`config.mk`:
```
export PLATFORM = sky130hd
export DESIGN_NAME = div_seq
export DESIGN_NICKNAME = d
export VERILOG_FILES = /design/src/rtl/div_pkg.sv /design/src/rtl/div_step.sv /design/src/rtl/div_seq.sv
export SDC_FILE = /design/constraint.sdc
export NUM_CORES = 1
export LEC_CHECK = 0
export CORE_MARGIN = 1
export CORE_UTILIZATION = 40
export CTS_CLUSTER_DIAMETER = 120
export DETAILED_ROUTE_END_ITERATION = 7
export REMOVE_ABC_BUFFERS = 1
export SLEW_MARGIN = 0
export SYNTH_ARGS = -nofsm -noshare
export SYNTH_HDL_FRONTEND = slang
export SYNTH_SLANG_ARGS = --single-unit
```
`constraint.sdc`:
```
create_clock -name clk -period 7.5 [get_ports clk]
set_input_delay 1.5 -clock clk [delete_from_list [all_inputs] [get_ports clk]]
set_output_delay 1.5 -clock clk [all_outputs]
set_load 0.005 [all_outputs]
```
`src/rtl/div_pkg.sv`:
```
// Shared types and constants for the execute-stage divide sequencer.
package div_pkg;

  typedef enum logic [1:0] {
    IDLE,
    BUSY,
    DONE
  } div_state_t;

  localparam int unsigned DIV_ITER = 32;
  localparam int unsigned CNT_W    = $clog2(DIV_ITER);

endpackage

```
`src/rtl/div_step.sv`:
```
// One combinational restoring-division step: shift {rem, quo} left, trial-subtract divisor.
module div_step #(
  parameter int WIDTH = 32
) (
  input  logic [WIDTH-1:0] rem_i,
  input  logic [WIDTH-1:0] quo_i,
  input  logic [WIDTH-1:0] divisor_i,
  output logic [WIDTH-1:0] rem_o,
  output logic [WIDTH-1:0] quo_o
);

  logic [WIDTH:0] shifted;
  logic [WIDTH:0] trial;
  logic           borrow;

  always_comb begin
    shifted = {rem_i, quo_i[WIDTH-1]};
    trial   = shifted - {1'b0, divisor_i};
    borrow  = trial[WIDTH];
    rem_o   = borrow ? shifted[WIDTH-1:0] : trial[WIDTH-1:0];
    quo_o   = {quo_i[WIDTH-2:0], ~borrow};
  end

endmodule

```
`src/rtl/div_seq.sv`:
```
// Multi-cycle DIV/DIVU sequencer producing {hi=remainder, lo=quotient}.
// Optional DIV_EARLY_OUT_EN skips iteration for zero divisors and |dividend| < |divisor|.
module div_seq
  import div_pkg::*;
#(
  parameter int WIDTH = 32
) (
  input  logic               clk,
  input  logic               rst,
  input  logic               start,
  input  logic               signed_div,
  input  logic               annul,
  input  logic [WIDTH-1:0]   dividend,
  input  logic [WIDTH-1:0]   divisor,
  output logic               stall,
  output logic               result_valid,
  output logic [2*WIDTH-1:0] result
);

  localparam logic [CNT_W-1:0] LAST_CNT = CNT_W'(DIV_ITER - 1);

  div_state_t       state_q, state_d;
  logic [CNT_W-1:0] count_q, count_d;
  logic [WIDTH-1:0] rem_q, rem_d;
  logic [WIDTH-1:0] quo_q, quo_d;
  logic [WIDTH-1:0] dvs_q, dvs_d;
  logic [WIDTH-1:0] dvd_q, dvd_d;
  logic             negq_q, negq_d;
  logic             negr_q, negr_d;
  logic             dz_q, dz_d;

  logic             accept;
  logic             early;
  logic [WIDTH-1:0] mag_a, mag_b;
  logic [WIDTH-1:0] step_rem, step_quo;
  logic [WIDTH-1:0] hi, lo;

  div_step #(.WIDTH(WIDTH)) u_step (
    .rem_i     (rem_q),
    .quo_i     (quo_q),
    .divisor_i (dvs_q),
    .rem_o     (step_rem),
    .quo_o     (step_quo)
  );

  always_comb begin
    accept = (state_q == IDLE) && start && !annul;
    mag_a  = (signed_div && dividend[WIDTH-1]) ? -dividend : dividend;
    mag_b  = (signed_div && divisor[WIDTH-1])  ? -divisor  : divisor;
`ifdef DIV_EARLY_OUT_EN
    early  = (divisor == '0) || (mag_a < mag_b);
`else
    early  = 1'b0;
`endif
  end

  always_ff @(posedge clk or posedge rst) begin
    if (rst) state_q <= IDLE;
    else     state_q <= state_d;
  end

  always_comb begin
    state_d = state_q;
    unique case (state_q)
      IDLE: if (accept) state_d = early ? DONE : BUSY;
      BUSY: begin
        if (annul)                  state_d = IDLE;
        else if (count_q == LAST_CNT) state_d = DONE;
      end
      DONE:    state_d = IDLE;
      default: state_d = IDLE;
    endcase
  end

  // Early-out preloads the remainder with |dividend| so the common sign fixup yields rem = dividend.
  always_comb begin
    count_d = count_q;
    rem_d   = rem_q;
    quo_d   = quo_q;
    dvs_d   = dvs_q;
    dvd_d   = dvd_q;
    negq_d  = negq_q;
    negr_d  = negr_q;
    dz_d    = dz_q;
    if (accept) begin
      count_d = '0;
      rem_d   = early ? mag_a : '0;
      quo_d   = early ? '0 : mag_a;
      dvs_d   = mag_b;
      dvd_d   = dividend;
      negq_d  = signed_div && (dividend[WIDTH-1] ^ divisor[WIDTH-1]);
      negr_d  = signed_div && dividend[WIDTH-1];
      dz_d    = (divisor == '0);
    end else if (state_q == BUSY) begin
      if (annul) begin
        count_d = '0;
      end else begin
        count_d = count_q + 1'b1;
        rem_d   = step_rem;
        quo_d   = step_quo;
      end
    end
  end

  always_ff @(posedge clk or posedge rst) begin
    if (rst) begin
      count_q <= '0;
      rem_q   <= '0;
      quo_q   <= '0;
      dvs_q   <= '0;
      dvd_q   <= '0;
      negq_q  <= 1'b0;
      negr_q  <= 1'b0;
      dz_q    <= 1'b0;
    end else begin
      count_q <= count_d;
      rem_q   <= rem_d;
      quo_q   <= quo_d;
      dvs_q   <= dvs_d;
      dvd_q   <= dvd_d;
      negq_q  <= negq_d;
      negr_q  <= negr_d;
      dz_q    <= dz_d;
    end
  end

  always_comb begin
    stall        = accept || (state_q == BUSY);
    result_valid = (state_q == DONE) && !annul;
    if (dz_q) begin
      hi = dvd_q;
      lo = {WIDTH{1'b1}};
    end else begin
      hi = negr_q ? -rem_q : rem_q;
      lo = negq_q ? -quo_q : quo_q;
    end
    result = {hi, lo};
  end

endmodule

```
==> flow_metrics.py <==
metrics = {
    "status": {
        "outcome": "finished clean",
    },
    "cts": {
        "max-clock-path-buffers": 2,
        "numCtsBuffers": 17,
        "h-tree-depth": 4,
        "cts-root-buf": "clkbuf_16",
        "cts_setup_buffers": 0,
        "clk_latency_ns": 0.42,
        "cts_hold_buf": 0,
        "cts.repair.resized": 0,
        "clk_pin_slew_ns": 0.06,
        "cts_tree": "built",
        "clock-sinks": 138,
    },
    "yosys": {
        "yosysSeqAreaShare_pct": 33.4,
        "synth_top_area_share_pct": 33.4,
        "synth.distinct_cells": 66,
        "syn_area_mm2": 0.0103,
        "yosys_warnings": 0,
        "yosysMostFrequentCell": "nand2_1",
        "synth_edf_count": 0,
        "ys_seq_elements": 138,
        "syn_area_per_cell_um2": 7.79,
        "ys.flop_type": "dfrtp_1",
        "synth_top_cell_by_area": "dfrtp_1",
        "synthTopCellsByCount": "nand2_1 (300), dfrtp_1 (138), o21ai_0 (120)",
        "synthCells": 1328,
        "async_reset_ff_share_pct": 100,
        "synth.area.top_cells": "dfrtp_1 (33%), nand2_1 (11%), xor2_1 (6.6%), o21ai_0 (5.8%), xnor2_1 (5.1%)",
    },
    "finish": {
        "drive_gt1_share_pct": 4.26,
        "num_antenna_cells": 0,
        "final-seq-area_mm2": 0.00345,
        "area_growth_pct": 21.1,
        "n_fill_cell": 2464,
        "multi_input_area_mm2": 0.00645,
        "nNetsFinal": 1527,
    },
    "worst_setup_path": {
        "crit_required_ns": 6.00,
        "critPathArrivalTime_ns": 3.66,
        "start_kind": "register",
        "crit_chain": "inv_1, ha_1, nand3b_2, or3b_4, or3_4, or2_4, or3_4, o21ai_1, xor2_1, nand2_1, clkdlybuf4s50_1",
        "crit_top_cell": "or3_4",
        "max_stage_delay_ns": 0.47,
        "cp-end-kind": "primary output",
        "cp_max_fo": 5,
        "crit_type": "register to primary output",
        "slowest_stage": "clkdlybuf4s50_1",
    },
    "global_routing": {
        "grt.total_usage_pct": 20.7,
        "antenna_found_initial": 0,
        "grt_overflow": 0,
        "grt_pass1_wl_mm": 44.3,
        "grt_max_degree": 101,
        "grt_pass1_vias": 8721,
    },
    "die": {
        "design.core.area_mm2": 0.0253,
        "die_y_um": 163,
        "initial_core_util_pct": 41.0,
        "io_pins": 135,
        "dieArea_mm2": 0.0265,
        "die_w_um": 163,
        "placementRows": 58,
    },
    "timing": {
        "relSlewSlack_pct": 26.1,
        "worstMarginPinSlew_ns": 1.11,
        "setup-violations-final": 0,
        "fmax_mhz": 194,
        "fin_worst_skew_ns": 0.00998,
        "final_hold_viol_count": 0,
        "drv_slew": 0,
        "final.setup.tns_ns": 0,
        "finalCritPeriodShare_pct": 68.8,
        "layout_min_cycle_time_ns": 5.16,
        "rsz0062_at_grt": "no",
    },
    "routing": {
        "dr_wl_met3_um": 937,
        "avgRoutedWirePerCell_um": 14.9,
        "drtIter0Drc": 590,
        "maxUsedRoutingLayer": "met4",
        "ant_nets": 0,
        "drc": 0,
        "routed_via_density": 5.21,
        "routed_wirelength_mm": 26.2,
        "drt-met1-wl_mm": 13.0,
        "drtPass1Iterations": 5,
        "routed-wl-met2_mm": 11.8,
        "num_vias": 9188,
    },
    "power": {
        "worst_ir_drop_vdd_mv": 0.144,
        "p_clk_share_pct": 30.5,
        "swShare_pct": 33.4,
        "p_int_uw": 1870,
        "p_seq_share_pct": 35.9,
        "power_uw": 2810,
        "p_sw_uw": 938,
        "powerDensity_mw_per_mm2": 224,
        "leakagePower_uw": 0.00541,
        "power_frac_comb_pct": 33.6,
    },
    "min_path": {
        "min_path_type": "register to register",
    },
    "placed_design": {
        "gp_congestion": 0.828,
        "portBuffers": 134,
        "dp_hpwl_mm": 19.5,
    },
    "job": {
        "maxCapViolCount": 0,
    },
}
==> power groups by stage <==
stage                     clock [µW]  sequential [µW]  combinational, µW
after floorplan                    0              985                587
after global placement             0             1020                938
after detailed placement           0             1020                950
after CTS                        877             1010                954
after global routing             917             1030               1070
final                            859             1010                945
==> path summary, 6_finish.rpt <==
kind                       slack (ns)  cells past startpoint         end  startpoint
setup / recovery                 2.34                     11  result[30]    quo_q[0]
hold / removal                   0.47                      2   dvs_q[24]   dvs_q[24]
setup reg to reg                 3.73                     13   rem_q[23]   quo_q[31]
hold reg to reg                  0.47                      2   dvs_q[24]   dvs_q[24]
max in group asynchronous        4.60                      3   dvd_q[19]         rst
min in group asynchronous        1.53                      2    rem_q[2]         rst
==> cell type report <==
class	count	share of cell area, %
Sequential cell	138	27.6
Clock inverter	14	1.40
Timing Repair Buffer	143	11.2
Tap cell	330	3.29
Inverter	54	1.66
Clock buffer	18	3.42
Multi-Input combinational cell	1065	51.4
==> kinds of logic (layout without fill, tap and decap cells) <==
group	Yosys count	after routing	share of synthesized area (%)
AO/OA/AOI/OAI	353	353	20.8
XOR/XNOR	138	138	11.7
adder cells (fa/ha/maj)	39	39	4.79
buffers and inverters	125	229	4.57
flip-flops	138	138	33.4
multiplexers	30	30	2.93
AND/OR/NAND/NOR	505	505	21.8
==> stage by stage <==
step,cell area [µm²],hold WS (ns),instances,worst slack (ns),util [%]
2_1_floorplan,10100,0.442,1257,1.67,-
3_3_place_gp,11900,0.457,1730,2.49,47.2
3_5_place_dp,11900,0.462,1730,2.46,47.2
4_1_cts,12500,0.483,1762,2.29,49.6
5_1_grt,12500,0.491,1762,2.16,49.6
6_report,12500,0.475,1762,2.34,49.6
==> layer usage <==
metal | vias to the layer above | GRT usage (%)
met3 | 30 | 2.85
met5 | - | 0
met2 | 181 | 33.2
li1 | 4810 | -
met4 | 0 | 5.86
met1 | 4167 | 29.1
==> cells in the final DEF, fill, tap and decap left out, drive strengths merged, types with 19 or more instances in the layout <==
cell type | synthesis | layout
nand2 | 300 | 300
o21ai | 154 | 154
dfrtp | 138 | 138
clkdlybuf4s50 | 0 | 134
xor2 | 78 | 78
nor2 | 71 | 71
xnor2 | 60 | 60
a21oi | 57 | 57
inv | 53 | 53
ha | 38 | 38
a31oi | 33 | 33
mux2i | 28 | 28
o31ai | 28 | 28
nor3 | 21 | 21
o41ai | 20 | 20
and3 | 19 | 19
==> registers in the layout, indices dropped and copies added, names as in the netlist <==
signal   count
dvd_q       32
dvs_q       32
quo_q       32
rem_q       32
count_q      5
state_q      2
dz_q         1
negq_q       1
negr_q       1
==> worst max-delay path, delay by kind of cell (launching register included) <==
kind                       cells  cell delay, ns
DFF                            1            0.43
xor gates and xnor gates       1            0.18
buffers and inverters          2            0.57
adders and majority gates      1            0.21
AOI/OAI and AO/OA              1            0.18
and+or+nand+nor                6            1.66
Note: power is estimated with default switching activity, not from simulation.
